$ cat config.mk
export PLATFORM = sky130hd
export DESIGN_NAME = ring_shift_seq
export DESIGN_NICKNAME = d
export VERILOG_FILES = /design/src/rtl/ring_shift_seq.sv
export SDC_FILE = /design/constraint.sdc
export NUM_CORES = 1
export LEC_CHECK = 0
export ABC_AREA = 1
export ABC_CLOCK_PERIOD_IN_PS = 2550
export CELL_PAD_IN_SITES_DETAIL_PLACEMENT = 1
export CELL_PAD_IN_SITES_GLOBAL_PLACEMENT = 1
export CORE_AREA = 3 3 91 93
export CTS_CLUSTER_SIZE = 12
export DETAILED_ROUTE_END_ITERATION = 8
export DIE_AREA = 0 0 94 96
export PLACE_DENSITY = 0.88
export SYNTH_ARGS = -nofsm -noshare
export SYNTH_HDL_FRONTEND = slang
export SYNTH_SLANG_ARGS = --single-unit
export TNS_END_PERCENT = 10
$ cat constraint.sdc
create_clock -name clk -period 2.55 [get_ports clk]
set_clock_uncertainty 0.1 [all_clocks]
set_input_delay 0.255 -clock clk [delete_from_list [all_inputs] [get_ports clk]]
set_output_delay 0.255 -clock clk [all_outputs]
set_load 0.005 [all_outputs]
$ cat src/rtl/ring_shift_seq.sv
// Multi-mode ring/pattern shift sequencer (rotate right/left, bounce, fill) with step prescaler.
// Optional macro SHIFT_LOAD_EN adds a synchronous parallel load (load, load_val).
module ring_shift_seq #(
  parameter int              WIDTH     = 8,
  parameter int              DIV_WIDTH = 24,
  parameter logic [WIDTH-1:0] INIT     = {{(WIDTH-1){1'b0}}, 1'b1}
) (
  input  logic                 clk,
  input  logic                 rst,
  input  logic                 en,
  input  logic [DIV_WIDTH-1:0] div,
  input  logic [1:0]           mode,
`ifdef SHIFT_LOAD_EN
  input  logic                 load,
  input  logic [WIDTH-1:0]     load_val,
`endif
  output logic [WIDTH-1:0]     pat,
  output logic                 step,
  output logic                 wrap
);

  localparam int PW = (WIDTH > 2) ? $clog2(WIDTH) : 1;

  localparam logic [1:0] MODE_ROR    = 2'b00;
  localparam logic [1:0] MODE_ROL    = 2'b01;
  localparam logic [1:0] MODE_BOUNCE = 2'b10;
  localparam logic [1:0] MODE_FILL   = 2'b11;

  localparam logic [0:0] DIR_LEFT  = 1'b0;
  localparam logic [0:0] DIR_RIGHT = 1'b1;

  localparam logic [PW-1:0]        POS_LAST = PW'(WIDTH - 1);
  localparam logic [WIDTH-1:0]     PAT_ONE  = {{(WIDTH-1){1'b0}}, 1'b1};
  localparam logic [DIV_WIDTH-1:0] CNT_ONE  = {{(DIV_WIDTH-1){1'b0}}, 1'b1};

  logic [DIV_WIDTH-1:0] cnt_r;
  logic [DIV_WIDTH-1:0] cnt_nxt_s;
  logic [PW-1:0]        pos_r;
  logic [PW-1:0]        pos_eff_s;
  logic [PW-1:0]        pos_nxt_s;
  logic [0:0]           dir_r;
  logic [0:0]           dir_eff_s;
  logic [0:0]           dir_nxt_s;
  logic [1:0]           mode_q_r;
  logic                 mode_chg_s;
  logic                 tick_s;
  logic [WIDTH-1:0]     pat_nxt_s;
  logic                 wrap_nxt_s;

  // Prescaler: the >= compare lets a reduced div take effect on the very next cycle.
  always_comb begin
    tick_s    = 1'b0;
    cnt_nxt_s = cnt_r;
    if (en) begin
      if (cnt_r >= div) begin
        tick_s    = 1'b1;
        cnt_nxt_s = {DIV_WIDTH{1'b0}};
      end else begin
        cnt_nxt_s = cnt_r + CNT_ONE;
      end
    end else begin
      tick_s    = 1'b0;
      cnt_nxt_s = cnt_r;
    end
  end

  // Pattern next state; a mode change restarts pos/dir before any coincident tick uses them.
  always_comb begin
    mode_chg_s = (mode != mode_q_r);
    pos_eff_s  = mode_chg_s ? {PW{1'b0}} : pos_r;
    dir_eff_s  = mode_chg_s ? DIR_LEFT : dir_r;
    pat_nxt_s  = pat;
    pos_nxt_s  = pos_eff_s;
    dir_nxt_s  = dir_eff_s;
    wrap_nxt_s = 1'b0;
    if (tick_s) begin
      case (mode)
        MODE_ROR, MODE_ROL: begin
          pat_nxt_s = (mode == MODE_ROR) ? {pat[0], pat[WIDTH-1:1]}
                                         : {pat[WIDTH-2:0], pat[WIDTH-1]};
          if (pos_eff_s == POS_LAST) begin
            pos_nxt_s  = {PW{1'b0}};
            wrap_nxt_s = 1'b1;
          end else begin
            pos_nxt_s  = pos_eff_s + PW'(1);
          end
        end
        MODE_BOUNCE: begin
          if ((dir_eff_s == DIR_LEFT) && pat[WIDTH-1]) begin
            dir_nxt_s = DIR_RIGHT;
            pat_nxt_s = {1'b0, pat[WIDTH-1:1]};
          end else if ((dir_eff_s == DIR_RIGHT) && pat[0]) begin
            dir_nxt_s  = DIR_LEFT;
            pat_nxt_s  = {pat[WIDTH-2:0], 1'b0};
            wrap_nxt_s = 1'b1;
          end else if (dir_eff_s == DIR_LEFT) begin
            pat_nxt_s = {pat[WIDTH-2:0], 1'b0};
          end else begin
            pat_nxt_s = {1'b0, pat[WIDTH-1:1]};
          end
        end
        MODE_FILL: begin
          if (&pat) begin
            pat_nxt_s  = PAT_ONE;
            wrap_nxt_s = 1'b1;
          end else begin
            pat_nxt_s  = {pat[WIDTH-2:0], 1'b1};
          end
        end
        default: begin
          pat_nxt_s = pat;
        end
      endcase
    end else begin
      pat_nxt_s  = pat;
      wrap_nxt_s = 1'b0;
    end
  end

  // State and registered outputs; rst, then load (if built), then normal stepping.
  always_ff @(posedge clk) begin
    mode_q_r <= mode;
    if (rst) begin
      cnt_r <= {DIV_WIDTH{1'b0}};
      pat   <= INIT;
      pos_r <= {PW{1'b0}};
      dir_r <= DIR_LEFT;
      step  <= 1'b0;
      wrap  <= 1'b0;
`ifdef SHIFT_LOAD_EN
    end else if (load) begin
      cnt_r <= {DIV_WIDTH{1'b0}};
      pat   <= load_val;
      pos_r <= {PW{1'b0}};
      dir_r <= DIR_LEFT;
      step  <= 1'b0;
      wrap  <= 1'b0;
`endif
    end else begin
      cnt_r <= cnt_nxt_s;
      pat   <= pat_nxt_s;
      pos_r <= pos_nxt_s;
      dir_r <= dir_nxt_s;
      step  <= tick_s;
      wrap  <= wrap_nxt_s;
    end
  end

endmodule

==> results of run 1 <==
-- kinds of logic (layout without fill, tap and decap cells) --
kind of cell	count (synthesis)	count (layout)	synth area share (%)
fa+ha+maj	27	27	11.3
simple gates	246	246	39.5
compound gates	35	35	6.59
buf+inv	72	114	10.9
flops	40	40	26.7
xor+xnor	15	15	5.00
-- path summary, 6_finish.rpt --
| kind | slack, ns | end | depth (start not counted) | from |
|---|---|---|---|---|
| worst min-delay path | 0.43 | cnt_r[0] | 2 | cnt_r[0] |
| worst max register to register | 0.39 | cnt_r[3] | 12 | cnt_r[19] |
| worst min register to register | 0.43 | cnt_r[0] | 2 | cnt_r[0] |
| worst max-delay path | 0.34 | cnt_r[3] | 14 | div[19] |
-- synth_stat cells, types with 2 or more instances --
cell type,n,area share [%]
a21oi_1,18,3.0
buf_6,4,1.5
xnor2_1,6,1.8
nor3_2,3,1.0
nand4_1,6,1.3
nand2_4,2,0.75
nand2_1,129,16
nor3_1,7,1.2
dfxtp_1,40,27
nor2_1,31,3.9
o21ai_0,6,1.0
nand2_2,8,1.7
nand3_2,2,0.67
inv_1,61,7.6
nor2_4,4,1.5
buf_2,2,0.33
ha_1,27,11
nand3_1,34,5.7
nor2_2,12,2.5
o22ai_1,4,0.83
xor2_1,8,2.3
-- cell type report --
type                       count  area (um^2)  share of cell area, %
inverter                      64          245                   6.93
timing repair buffer          43          418                   11.8
tap                          102          128                   3.60
clock inverter                 1         5.00                  0.141
sequential                    40          801                   22.6
clock buffer                   6         72.6                   2.05
multi-input combinational    323         1870                   52.9
-- routing by layer --
layer,wire length [um],global-route usage (%)
met4,89,4.33
met3,195,2.89
met1,3410,22.0
met5,0,0
met2,3910,34.7
-- per-stage QoR --
step / setup slack [ns] / util [%]
floorplan: 0.767 / -
global placement: 0.113 / 45.5
detailed placement: 0.0287 / 45.5
CTS: 0.324 / 46.5
global route: 0.103 / 46.5
finish: 0.345 / 46.5
-- flip-flops by register name, summed over array words and instances, names as in the netlist --
register / cells
pos_r: 3
cnt_r: 24
pat: 8
mode_q_r: 2
wrap: 1
dir_r: 1
step: 1
-- power breakdown --
part / switching, uW / internal, uW / leakage [uW]
Combinational: 79.0 / 73.5 / 0.00126
Clock: 219 / 186 / 0.0000410
Sequential: 4.51 / 628 / 0.000323
-- worst max-delay path, stage by stage --
cell and delay [ns]:
clkdlybuf4s50_1 0.45, inv_1 0.04, ha_1 0.31, nand2_1 0.08, nor2_2 0.17, nand2_1 0.07
nor2_1 0.12, nand2_1 0.07, nand2_1 0.07, nor2_2 0.05, nand2_4 0.10, nand2_8 0.11
nand2_4 0.27, nor2_1 0.07
==> impl_metrics.yaml, run 1 <==
global_route:
  grt_pass1_wl_mm: 13.7
  grt_pass1_vias: 3047
  antenna_found_initial: 0
  track_usage_pct: 18.5
  grt_max_degree: 23
  grt-ovfl-total: 0
yosys:
  synth_flop_cell: "dfxtp_1"
  synth-seq-area-share_pct: 26.7
  ys_warn_count: 0
  yosys.cell_types.count: 42
  syn_nets: 491
  synthCells: 435
  syn_area_mm2: 0.00300
  ys_ff_latch: 40
  avgSynthCellArea_um2: 6.90
  synthArstFlopShare_pct: 0
  synth_edf_count: 0
layout:
  final_layout_size_suffix_gt1_share_pct: 10.7
  layout.cells.non_filler: 579
  nNetsFinal: 533
  final_common_cell: "nand2_1"
  syn_to_final_growth_pct: 18.0
  n_antenna_cell: 0
  layout_common_cells: "129 x nand2_1, 61 x inv_1, 40 x dfxtp_1"
  fillers: 1004
  design_area_mm2: 0.00354
setup_path:
  required_ns: 2.62
  critPathCaptureType: "flop"
  crit_arrival_ns: 2.27
  cp_max_fo: 22
  crit_type: "in2reg"
  critPathLaunchType: "input pin"
pwr:
  power_uw: 1190
  power_density_mw_per_mm2: 336
  vdd_drop_max_v: 0.000226
  leakage_uw: 0.00162
timing:
  tightest_slew_ns: 0.493
  fin_tns_setup_ns: 0
  setup_viol_count_final: 0
  timing.fmax_mhz: 453
  slew_headroom_pct: 66.7
  rsz0062_at_grt: "no"
  period_share_pct: 86.5
  slew_viol_final: 0
  finalCriticalPeriod_ns: 2.21
  holdWs_ns: 0.434
  hold_violations: 0
detailed_routing:
  ant_nets: 0
  wl_per_cell_um: 13.1
  drc_errors: 0
  routed_via_density: 4.92
  drt-initial-drc-count: 75
  wirelength_mm: 7.61
  dr.pass1.iters: 4
  vias: 2851
clock_tree:
  numCtsBuffers: 5
  clk_pin_slew_ns: 0.07
  cts_resized: 0
  ctsRootBufferMaster: "clkbuf_8"
  postCtsSetupBuffers: 0
  clk_latency_ns: 0.29
  ctsHoldBuffers: 0
  cts_sinks: 40
  clock_path_buffers: 2
  htreeDepth: 2
  cts_tree: "yes"
die:
  dieWidth_um: 94
  core-area_mm2: 0.00761
  pin_count: 39
  rows: 32
  start_util_pct: 39.4
  die_height_um: 96
  die-area_mm2: 0.00902
placement:
  port_buffers: 38
  dpl_cell_area_mm2: 0.00346
  dp.cells: 572
  place_hpwl_mm: 6.14
  gp_congestion: 0.908
status:
  status: "completed"
hold_path:
  worst_hold_path_type: "reg2reg"
run:
  max-cap-violations: 0
Power figures use the tool's default switching activity.
==> run 2, diff against run 1 <==
- CAP_MARGIN: default -> 20
==> results of run 2 <==
Final layout, timing and power as in run 1 (identical DEF).
==> run 3, diff against run 2 <==
- ABC_CLOCK_PERIOD_IN_PS: 2550 -> 2480
- clock period: 2.55 -> 2.48 ns (I/O delays scaled with it)
==> run 3 against run 2 <==
Effect of this change:
- flip-flop and latch count unchanged
- global-route usage decreased by 0.53 points
- wire length increased by 1.1%
- worst setup slack got worse by 0.069 ns
- critical endpoint is now cnt_r[8]
- clock-buffer cell count increased by 2
- first-iteration DRC count increased by 24%
- total power increased by 5.7%
- core utilization increased by 0.16 points
- critical path depth unchanged
==> impl_metrics.yaml, run 3 (synthesized netlist as in run 1, its figures left out) <==
status:
  status: "completed"
setup_path:
  crit_chain: "clkdlybuf4s50_1 > inv_1 > ha_1 > nand2_1 > nor2_2 > nand2_1 > nor2_1 > nand2_1 > nand2_1 > nor2_2 > nand2_4 > nand2_8 > nand2_4 > nor2_1"
  r2r-end: "cnt_r[8]"
  required_ns: 2.55
  worstRegToRegCells: 12
  slowest_stage: "clkdlybuf4s50_1"
  crit_start: "div[19]"
  crit_type: "in2reg"
  crit_arrival_ns: 2.27
  critPathLaunchType: "input pin"
  cp_max_fo: 22
  r2r_slack_ns: 0.33
  max_stage_delay_ns: 0.46
  critPathCaptureType: "flop"
  crit_top_cell: "nand2_1"
  endpoint: "cnt_r[8]"
  r2r-start: "cnt_r[19]"
clock_tree:
  htreeDepth: 2
  cts_resized: 0
  ctsHoldBuffers: 0
  cts_sinks: 40
  clk_latency_ns: 0.29
  ctsRootBufferMaster: "clkbuf_8"
  clk_pin_slew_ns: 0.08
  postCtsSetupBuffers: 0
  clock_path_buffers: 2
  cts_tree: "yes"
  numCtsBuffers: 5
global_route:
  grt-ovfl-total: 0
  grt_pass1_wl_mm: 13.2
  grt_pass1_vias: 2976
  antenna_found_initial: 0
  grt_max_degree: 23
  track_usage_pct: 18.0
pwr:
  vdd_drop_max_v: 0.000194
  leakage_uw: 0.00163
  power_density_mw_per_mm2: 354
die:
  start_util_pct: 39.4
  die_height_um: 96
  pin_count: 39
  dieWidth_um: 94
  rows: 32
  die-area_mm2: 0.00902
  core-area_mm2: 0.00761
layout:
  design_area_mm2: 0.00355
  nNetsFinal: 533
  largest_reg_flops: 24
  layout_common_cells: "129 x nand2_1, 61 x inv_1, 40 x dfxtp_1"
  largest-register: "cnt_r"
  final_layout_size_suffix_gt1_share_pct: 10.7
  largestRegisters: "cnt_r (24), pat (8), pos_r (3)"
  layout.cells.non_filler: 580
  final_common_cell: "nand2_1"
  fillers: 1016
  n_antenna_cell: 0
  syn_to_final_growth_pct: 18.4
placement:
  place_hpwl_mm: 6.23
  dp.cells: 572
  dpl_cell_area_mm2: 0.00346
  port_buffers: 38
  gp_congestion: 0.904
detailed_routing:
  wirelength_mm: 7.70
  vias: 2837
  dr.pass1.iters: 4
  drc_errors: 0
  ant_nets: 0
  drt-initial-drc-count: 93
  routed_via_density: 4.89
  wl_per_cell_um: 13.3
timing:
  period_share_pct: 88.9
  slew_viol_final: 0
  setup_viol_count_final: 0
  tightest_slew_ns: 0.698
  slew_headroom_pct: 53.3
  rsz0062_at_grt: "no"
  hold_violations: 0
  finalCriticalPeriod_ns: 2.20
  timing.fmax_mhz: 454
hold_path:
  worst_hold_path_type: "reg2reg"
run:
  max-cap-violations: 0
-- run 3: cell count changes in the layout (fill, tap and decap cells not counted), sizes merged --
cell / before / now
clkbuf: 6 / 8
clkinv: 2 / 1
-- run 3: per-stage QoR --
stage / hold WS (ns) / power [uW] / worst slack, ns / setup TNS [ns] / utilization, %
floorplan: 0.176 / 760 / 0.697 / 0 / -
global placement: 0.399 / 814 / 0.0729 / 0 / 45.5
detailed placement: 0.422 / 822 / -0.0184 / -0.0259 / 45.5
CTS: 0.434 / 1270 / 0.243 / 0 / 46.7
global route: 0.456 / 1320 / 0.0725 / 0 / 46.7
finish: 0.424 / 1260 / 0.276 / 0 / 46.7
-- run 3: metal layers --
layer  GRT usage [%]  vias to the layer above  routed length (um)
met1            21.6                     1318                3400
met5               0                        -                   0
met2            33.1                       46                3980
li1                -                     1463                   -
met3            3.21                       10                 239
met4            4.21                        0                  79
-- run 3: final cells by class --
type	count	area, um^2	area share [%]
clock buffers	8	90.1	2.54
inverters	64	245	6.90
multi-input cells	323	1870	52.7
flip-flops and latches	40	801	22.5
well taps	102	128	3.59
repair buffers	43	418	11.8
-- run 3: where the power goes --
part / internal [uW] / total, uW / switching, uW
clock: 227 / 452 / 225
combinational: 74.5 / 156 / 81.1
sequential: 646 / 650 / 4.27
-- run 3: how the worst min path moves through the flow --
stage	endpoint	slack [ns]	depth (start not counted)	from
floorplan	mode_q_r[0]	0.18	0	mode[0]
global placement	cnt_r[0]	0.40	2	cnt_r[0]
detailed placement	pat[2]	0.42	2	pat[2]
CTS	pat[3]	0.43	2	pat[3]
global route	pat[3]	0.46	2	pat[3]
finish	pat[3]	0.42	2	pat[3]
-- run 3: critical path, delay by kind of cell --
kind          cells  cell delay, ns
buf+inv           2            0.50
simple gates     11            1.20
fa+ha+maj         1            0.31
==> RTL change (settings of run 3) <==
Change the parameter `WIDTH` from 8 to 16.
--- a/src/rtl/ring_shift_seq.sv
+++ b/src/rtl/ring_shift_seq.sv
@@ -3,3 +3,3 @@
 module ring_shift_seq #(
-  parameter int              WIDTH     = 8,
+  parameter int              WIDTH     = 16,
   parameter int              DIV_WIDTH = 24,
Ports: changed (resized pat); port bits go from 39 to 47. No check against the original RTL was run, so the function may have changed too.
==> RTL change against run 3 <==
- count of clock-buffer cells in the layout down 2
- setup slack worse by 0.058 ns
- area after synthesis up 26%
- maximum frequency fell by 2.6%
- die area unchanged
- hold slack got worse by 0.016 ns
- sequential share of layout area is 0.48 points lower
- wire length increased by 47%
- total power up 18%
- final area is 25% higher
- sequential cell count rose by 9
==> RTL change: results (changes against run 3) <==
** Route
- The count of vias placed by the detailed router is 4122 (was 2837).
- The via-per-instance ratio was 5.42 (was 4.89).
- The number of design-rule violations left by the first detailed-router iteration came to 165 (was 93).
- The first-pass iteration count of the detailed router is 5 (was 4).
- Wire length per cell after detailed routing :: 14.9 um (was 13.3 um)

** Placement
- The total instance count after detailed placement came to 752 (was 572).
- The setup slack after placement was -0.0889 ns (was -0.0184 ns).
- The final RePlAce weighted congestion is 0.879 (was 0.904).
- The estimated wirelength of the detail-placed design was 8.85 mm (was 6.23 mm).

** Logic synthesis
- Top area cells in the synthesized netlist :: sky130_fd_sc_hd__dfxtp_1 26%, sky130_fd_sc_hd__nand2_1 20%, sky130_fd_sc_hd__nand3_1 10% (was sky130_fd_sc_hd__dfxtp_1 27%, sky130_fd_sc_hd__nand2_1 16%, sky130_fd_sc_hd__ha_1 11%)
- Synth unique cells :: 38 (was 42)
- The register area share after synthesis came to 0.260 (was 0.267).
- Synth cell count leaders: 202 x sky130_fd_sc_hd__nand2_1, 79 x sky130_fd_sc_hd__inv_1, 78 x sky130_fd_sc_hd__nand3_1 (was 129 x sky130_fd_sc_hd__nand2_1, 61 x sky130_fd_sc_hd__inv_1, 40 x sky130_fd_sc_hd__dfxtp_1).
- Synthesized net count :: 663 (was 491)
- Post-synthesis compound-gate area fraction :: 0.0808 (was 0.0659)
- Adder-Cell Fraction of Synth Area :: 0.0861 (was 0.113)
- Post-synthesis cell count :: 608 (was 435)

** Clock network
- Clock latency of the later-clocked register in the worst-skew pair :: 0.31 ns (was 0.29 ns)
- Clock transition at the registers of the reported paths :: 0.10 ns (was 0.08 ns)

** Critical path
- Worst path max stage delay :: 0.42 ns (was 0.46 ns)
- The endpoint of the lowest-slack register-to-register path is cnt_r[4] (was cnt_r[8]).
- The maximum fanout along the worst path was 18 (was 22).
- The register-to-register setup slack is 0.22 ns (was 0.33 ns).
- CP max stage cell :: sky130_fd_sc_hd__dfxtp_1 (was sky130_fd_sc_hd__clkdlybuf4s50_1)
- The startpoint of the worst-slack reg-to-reg timing path was cnt_r[0] (was cnt_r[19]).

** Final layout
- Regs by FF count :: cnt_r x24, pat x16, pos_r x4 (was cnt_r x24, pat x8, pos_r x3)
- Share of layout cells above drive strength 1 :: 0.0729 (was 0.107)
- The fill cell instance count of the final layout is 1100 (was 1016).
- The layout net count is 712 (was 533).

** Global routing
- Wire length of the first global-routing pass :: 18.9 mm (was 13.2 mm)
- Pin count of the biggest net entering global routing :: 30 (was 23)

** Power and ir drop
- Static leakage power :: 0.00213 uW (was 0.00163 uW)
- The peak supply drop came to 0.168 mV (was 0.194 mV).

** Hold path
- Source of the worst hold timing path :: cnt_r[23] (was pat[3])

** Outcome
- Result of the run :: finished clean (unchanged)
RTL change: cell count changes after synthesis, moves of 8 or more:
cell | before | now
sky130_fd_sc_hd__dfxtp_1 | 40 | 49
sky130_fd_sc_hd__nor2_2 | 12 | 4
sky130_fd_sc_hd__inv_1 | 61 | 79
sky130_fd_sc_hd__nor3_1 | 7 | 16
sky130_fd_sc_hd__nand2_1 | 129 | 202
sky130_fd_sc_hd__o21ai_0 | 6 | 21
sky130_fd_sc_hd__nand3_1 | 34 | 78
RTL change: cells by family after synthesis:
group / Yosys count
buffers and inverters: 105
DFF: 49
xor gates and xnor gates: 8
and+or+nand+nor: 366
AOI/OAI and AO/OA: 54
adders and majority gates: 26
RTL change: layout make-up:
| class | count | share of cell area |
|---|---|---|
| tap | 102 | 0.0287 |
| multi-input combinational | 454 | 0.530 |
| clock buffer | 6 | 0.0163 |
| clock inverter | 2 | 0.00225 |
| timing repair buffer | 62 | 0.131 |
| inverter | 85 | 0.0720 |
| sequential | 49 | 0.221 |
RTL change: how the worst max path moves through the flow:
stage | from | to | slack [ns]
finish | cnt_r[0] | cnt_r[4] | 0.22
global route | div[23] | pat[13] | 0.05
CTS | cnt_r[0] | pat[12] | 0.17
detailed placement | div[7] | pat[3] | -0.09
global placement | div[23] | pat[7] | 0.02
floorplan | cnt_r[0] | pat[6] | 0.56
RTL change: routing by layer:
layer / share of wire / vias up / global-route usage
met4: 0.011 / 0 / 0.0614
met1: 0.47 / 1971 / 0.335
met3: 0.041 / 15 / 0.0407
met5: 0 / - / 0
met2: 0.48 / 93 / 0.442
li1: - / 2043 / -
RTL change: timing repair:
action                     CTS  global route
gates resized for setup      0             1
hold buffers                 0             0
setup endpoints to repair    0             5
RTL change: worst min-delay path: cells and delay by family (launching register included):
family,cells,cell delay [ns]
flops,1,0.34
compound gates,1,0.05
simple gates,1,0.07
RTL change: metrics by stage:
step                      instance area (um^2)  power (uW)  hold WS [ns]  utilization
after global placement                    4360         993         0.377        0.574
after detailed placement                  4360        1010         0.395        0.574
after global routing                      4450        1540         0.431        0.585
final                                     4450        1480         0.408        0.585
after floorplan                           3780         919         0.176            -
after CTS                                 4450        1490         0.412        0.584
RTL change: report_power, final:
group	leakage (uW)	internal, uW	total, uW	switching (uW)
combinational	0.00169	83.0	194	111
sequential	0.000396	790	795	4.31
clock	0.0000450	197	495	298
